<file path="config.mk">
export PLATFORM = sky130hd
export DESIGN_NAME = asynchronous_fifo_flat
export DESIGN_NICKNAME = d
export VERILOG_FILES = /design/src/rtl/asynchronous_fifo_if.sv /design/src/rtl/asynchronous_fifo.sv /design/src/flat_wrapper.sv
export SDC_FILE = /design/constraint.sdc
export NUM_CORES = 1
export LEC_CHECK = 0
export ABC_AREA = 1
export ABC_CLOCK_PERIOD_IN_PS = 2770
export BUFFER_PORTS_ARGS = -buffer_cell sky130_fd_sc_hd__buf_4
export CAP_MARGIN = 10
export CORE_ASPECT_RATIO = 0.9
export CORE_MARGIN = 2
export CORE_UTILIZATION = 45
export DETAILED_ROUTE_END_ITERATION = 12
export HOLD_SLACK_MARGIN = 0.08
export PLACE_DENSITY_LB_ADDON = 0.25
export SKIP_CTS_REPAIR_TIMING = 1
export SYNTH_ARGS = -nofsm -noshare
export SYNTH_HDL_FRONTEND = slang
export SYNTH_SLANG_ARGS = --single-unit
export TNS_END_PERCENT = 10
</file>
<file path="constraint.sdc">
create_clock -name wrclk -period 2.77 [get_ports wrclk]
set_clock_uncertainty 0.15 [all_clocks]
set_input_delay 0.277 -clock wrclk [delete_from_list [all_inputs] [get_ports wrclk]]
set_output_delay 0.277 -clock wrclk [all_outputs]
set_load 0.1 [all_outputs]
</file>
<file path="src/rtl/asynchronous_fifo_if.sv">
// rtl/asynchronous_fifo_if.sv - push/pop handshake and status bundle for the FWFT FIFO
interface asynchronous_fifo_if #(
    parameter int DATA_WIDTH = 8
);
    logic                  wr_en;
    logic                  rd_en;
    logic [DATA_WIDTH-1:0] data_in;
    logic [DATA_WIDTH-1:0] data_out;
    logic                  fifo_full;
    logic                  fifo_empty;

    modport master (
        output wr_en,
        output rd_en,
        output data_in,
        input  data_out,
        input  fifo_full,
        input  fifo_empty
    );

    modport slave (
        input  wr_en,
        input  rd_en,
        input  data_in,
        output data_out,
        output fifo_full,
        output fifo_empty
    );
endinterface

</file>
<file path="src/rtl/asynchronous_fifo.sv">
// rtl/asynchronous_fifo.sv - single-clock first-word-fall-through FIFO with wrap-flag pointers
module asynchronous_fifo #(
    parameter int DATA_WIDTH = 8,
    parameter int ADDR_WIDTH = 4
) (
    input  logic                  wrclk,
    input  logic                  wrrst_n,
    asynchronous_fifo_if.slave    fifo
);
    localparam int DEPTH = 2 ** ADDR_WIDTH;

    logic [ADDR_WIDTH:0]   r_wr_ptr;
    logic [ADDR_WIDTH:0]   r_rd_ptr;
    logic [DATA_WIDTH-1:0] r_mem [0:DEPTH-1];

    logic w_full;
    logic w_empty;
    logic w_push;
    logic w_pop;

    // The pointer MSB toggles on each pass through memory, separating full from empty.
    assign w_empty = (r_wr_ptr == r_rd_ptr);
    assign w_full  = (r_wr_ptr[ADDR_WIDTH] != r_rd_ptr[ADDR_WIDTH]) &&
                     (r_wr_ptr[ADDR_WIDTH-1:0] == r_rd_ptr[ADDR_WIDTH-1:0]);
    assign w_push  = fifo.wr_en && !w_full;
    assign w_pop   = fifo.rd_en && !w_empty;

    always_ff @(posedge wrclk) begin
        if (!wrrst_n) begin
            r_wr_ptr <= '0;
            r_rd_ptr <= '0;
        end else begin
            if (w_push) begin
                r_wr_ptr <= r_wr_ptr + 1'b1;
            end
            if (w_pop) begin
                r_rd_ptr <= r_rd_ptr + 1'b1;
            end
        end
    end

    // Storage is left uninitialised by reset; the empty flag masks stale words.
    always_ff @(posedge wrclk) begin
        if (wrrst_n && w_push) begin
            r_mem[r_wr_ptr[ADDR_WIDTH-1:0]] <= fifo.data_in;
        end
    end

    assign fifo.fifo_full  = w_full;
    assign fifo.fifo_empty = w_empty;
    assign fifo.data_out   = w_empty ? '0 : r_mem[r_rd_ptr[ADDR_WIDTH-1:0]];
endmodule

</file>
<file path="src/flat_wrapper.sv">
// flat-port wrapper written by rule: the top's interface ports become plain ports
module asynchronous_fifo_flat 
#(
    parameter int DATA_WIDTH = 8,
    parameter int ADDR_WIDTH = 4
)
  (wrclk, wrrst_n, fifo_wr_en, fifo_rd_en, fifo_data_in, fifo_data_out, fifo_fifo_full, fifo_fifo_empty);
  asynchronous_fifo_if #(.DATA_WIDTH(DATA_WIDTH)) fifo_i ();
  input  logic wrclk;
  input  logic wrrst_n;
  input wire logic [$bits(fifo_i.wr_en)-1:0] fifo_wr_en;
  input wire logic [$bits(fifo_i.rd_en)-1:0] fifo_rd_en;
  input wire logic [$bits(fifo_i.data_in)-1:0] fifo_data_in;
  output wire logic [$bits(fifo_i.data_out)-1:0] fifo_data_out;
  output wire logic [$bits(fifo_i.fifo_full)-1:0] fifo_fifo_full;
  output wire logic [$bits(fifo_i.fifo_empty)-1:0] fifo_fifo_empty;
  assign fifo_i.wr_en = fifo_wr_en;
  assign fifo_i.rd_en = fifo_rd_en;
  assign fifo_i.data_in = fifo_data_in;
  assign fifo_data_out = fifo_i.data_out;
  assign fifo_fifo_full = fifo_i.fifo_full;
  assign fifo_fifo_empty = fifo_i.fifo_empty;
  asynchronous_fifo #(.DATA_WIDTH(DATA_WIDTH), .ADDR_WIDTH(ADDR_WIDTH)) u_core (.wrclk(wrclk), .wrrst_n(wrrst_n), .fifo(fifo_i));
endmodule
</file>
==> impl_metrics.py <==
metrics = {
    "power_and_ir_drop": {
        "total_power_w": 0.00541,
        "combPwrFrac_pct": 17.1,
        "p_switching_w": 0.00150,
        "power_density_mw_per_mm2": 759,
        "power_frac_clock_pct": 38.7,
        "switching_share_pct": 27.7,
        "p_int_w": 0.00391,
        "pwr-share-seq_pct": 44.1,
        "p_leak_nw": 2.73,
        "irDropWorstVdd_mv": 0.395,
    },
    "die": {
        "dieHeight_um": 115,
        "start_util_pct": 46.2,
        "num_rows": 40,
        "io_pins": 22,
        "dieWidth_um": 128,
        "core_area_sq_mm": 0.0134,
        "dieArea_sq_mm": 0.0147,
    },
    "placement": {
        "numPortBuffers": 21,
        "routabilityCongestion": 0.811,
        "place_inst": 759,
        "post-place-ws_ns": 0.488,
        "hpwlAfterDp_mm": 8.55,
    },
    "yosys": {
        "synth_top_family_by_area": "simple AND/OR/NAND/NOR gates",
        "synthTopCellsByArea": "edfxtp_1 (62%), nand2_1 (11%), nor2_1 (5.3%)",
        "yosysTopAreaCellShare_pct": 62.0,
        "synth-simple-area-share_pct": 21.5,
        "synth_compound_area_share_pct": 5.37,
        "ys.warnings.count": 0,
        "synth_fa_ha_area_share_pct": 1.01,
        "synth_cell_types": 27,
        "yosys-mux-area-fraction_pct": 0,
        "syn_avg_cell_area_sq_um": 10.5,
        "syn_inst": 592,
        "syn_area_sq_mm": 0.00620,
        "yosysSeqAreaShare_pct": 66.6,
        "synth_top_area_cell": "edfxtp_1",
        "syn-num-nets": 609,
        "synth_seq_cells": 142,
        "synth-xor-area-share_pct": 0.404,
    },
    "cts": {
        "htree_levels": 4,
        "cts_sinks": 142,
        "tritoncts": "built",
        "cts_root_buffer": "clkbuf_16",
        "path_clk_slew_ns": 0.05,
        "worstSkewPairLatency_ns": 0.41,
        "clock_path_buffers": 2,
        "numCtsBuffers": 17,
    },
    "worst_setup_path": {
        "start_kind": "flop",
        "cpLargestDelayFamily": "buffers and inverters",
        "path_depth": 9,
        "cp_slowest_stage_delay_ns": 0.32,
        "critPathArrivalTime_ns": 2.18,
        "timing.rr.end": "u_core.r_mem[2][3]$_DFFE_PP_",
        "reg2reg_slack_ns": 0.51,
        "crit_buf_inv": 3,
        "critPathRequiredTime_ns": 2.34,
        "r2r_start": "u_core.r_wr_ptr[2]$_SDFFE_PN0P_",
        "worstSetupEndpointType": "output port",
        "endpoint": "fifo_data_out[0]",
        "crit_path_top_delay_cell": "buf_4",
        "worstPathCellList": "inv_2 > buf_12 > o211ai_1 > nand3_1 > nand2_1 > nand2_1 > nand2_1 > nor2_1 > buf_4",
        "reg2reg_depth": 6,
        "path_class": "flop to output port",
        "cp_max_fo": 29,
        "crit_top_cell": "nand2_1",
    },
    "timing": {
        "rsz0062_at_grt": "false",
        "finalSetupViolCount": 0,
        "slew_headroom_pct": 47.8,
        "slew_viol_final": 0,
        "period_needed_ns": 2.60,
        "setup_tns_ns": 0,
        "worstMarginPinSlew_ns": 0.780,
        "fmax_ghz": 0.384,
        "hold_viol": 0,
        "period_share_pct": 94.0,
        "setup_slack_ns": 0.168,
    },
    "layout": {
        "antennaDiodeCount": 0,
        "fill_cells": 1182,
        "final_util_pct": 53.1,
        "drive_gt1_share_pct": 11.7,
        "finish.net_count": 637,
        "finalNonFillerCells": 799,
        "area_growth_pct": 15.0,
    },
    "detailed_routing": {
        "drt_iter0_markers": 323,
        "dr.pass1.iters": 5,
        "vias_per_cell": 5.17,
        "drc": 0,
        "postRouteAntennaNets": 0,
        "wl_per_cell_um": 16.8,
        "vias": 4134,
        "wirelength_mm": 13.4,
    },
    "global_route": {
        "grt_max_degree": 67,
        "antenna_found_initial": 0,
        "grt_remaining_overflow": 0,
        "grt_pass1_vias": 3993,
        "grt_pass1_wl_mm": 21.5,
        "grt_usage_pct": 19.8,
    },
    "worst_hold_path": {
        "min_path_cells": 1,
        "hold_class": "input port to flop",
    },
    "run_status": {
        "status": "completed",
    },
    "run": {
        "drv_cap": 0,
    },
}
[logic make-up (layout without fill, tap and decap cells)]
logic type                 after synthesis  after routing
and+or+nand+nor                        318            318
DFF                                    142            142
buffers and inverters                   68            107
AOI/OAI and AO/OA                       57             57
adders and majority gates                5              5
xor gates and xnor gates                 2              2
[flip-flops by register name (all words and copies together) (netlist names), named ones only]
signal           cells
u_core.r_wr_ptr      5
u_core.r_mem       128
u_core.r_rd_ptr      5
[Yosys cell counts, drive strengths merged]
cell	instances
o211ai	18
edfxtp	128
nand3	43
nand3b	2
buf	26
nor2	91
a21oi	16
xor2	1
nand2	182
clkbuf	3
inv	39
xnor2	1
o21ai	22
ha	5
o21bai	1
dfxtp	14
[final cells by class]
cell class	instances	area [sq um]	share of cell area, %
Sequential cell	142	4130	57.9
Clock buffer	21	440	6.18
Multi-Input combinational cell	382	1750	24.6
Inverter	39	148	2.07
Timing Repair Buffer	38	352	4.94
Clock inverter	9	96.3	1.35
Tap cell	168	210	2.95
[power by group through the flow]
stage / clock (W) / combinational, W / sequential (W)
after floorplan: 0 / 0.000693 / 0.00242
after detailed placement: 0 / 0.000917 / 0.00243
after global routing: 0.00221 / 0.00101 / 0.00239
after CTS: 0.00212 / 0.000921 / 0.00239
final: 0.00209 / 0.000927 / 0.00239
after global placement: 0 / 0.000914 / 0.00243
[cells in the final DEF, fill, tap and decap left out, types with 5 or more instances in the layout]
| master | n |
|---|---|
| nand2_1 | 177 |
| edfxtp_1 | 128 |
| nor2_1 | 88 |
| nand3_1 | 37 |
| inv_1 | 32 |
| buf_4 | 24 |
| o21ai_0 | 22 |
| o211ai_1 | 18 |
| clkbuf_16 | 17 |
| a21oi_1 | 16 |
| dfxtp_1 | 13 |
| dlygate4sd3_1 | 10 |
| inv_2 | 6 |
| nand3_2 | 5 |
| ha_1 | 5 |
[worst register-to-register path, delay by kind of cell (launching register included)]
kind             cells  cell delay, ns
AND/OR/NAND/NOR      6            1.25
flip-flops           1            0.48
[worst min-delay path by stage]
| stage | from | end | slack, ns |
|---|---|---|---|
| floorplan | fifo_data_in[0] | u_core.r_mem[0][0]$_DFFE_PP_ | 0.23 |
| CTS | wrrst_n | u_core.r_rd_ptr[4]$_SDFFE_PN0P_ | 0.006 |
| global placement | u_core.r_rd_ptr[3]$_SDFFE_PN0P_ | u_core.r_rd_ptr[3]$_SDFFE_PN0P_ | 0.39 |
| detailed placement | u_core.r_rd_ptr[3]$_SDFFE_PN0P_ | u_core.r_rd_ptr[3]$_SDFFE_PN0P_ | 0.40 |
| global route | fifo_data_in[7] | u_core.r_mem[14][7]$_DFFE_PP_ | 0.08 |
| finish | fifo_data_in[7] | u_core.r_mem[12][7]$_DFFE_PP_ | 0.10 |
[routing by layer]
metal	wire, um	global-route usage, %	part of all wire [%]	vias up
met5	0	0	0	-
met4	323	7.47	2.4	0
met3	631	5.96	4.7	23
met2	6230	30.2	46	104
met1	6240	26.9	46	1974
li1	-	-	-	2033
[metrics by stage]
stage | hold slack [ns] | area (sq um)
floorplan | 0.226 | 6200
global placement | 0.393 | 6480
detailed placement | 0.403 | 6480
CTS | 0.00582 | 7020
global route | 0.0825 | 7120
finish | 0.104 | 7120
Power figures use the tool's default switching activity.
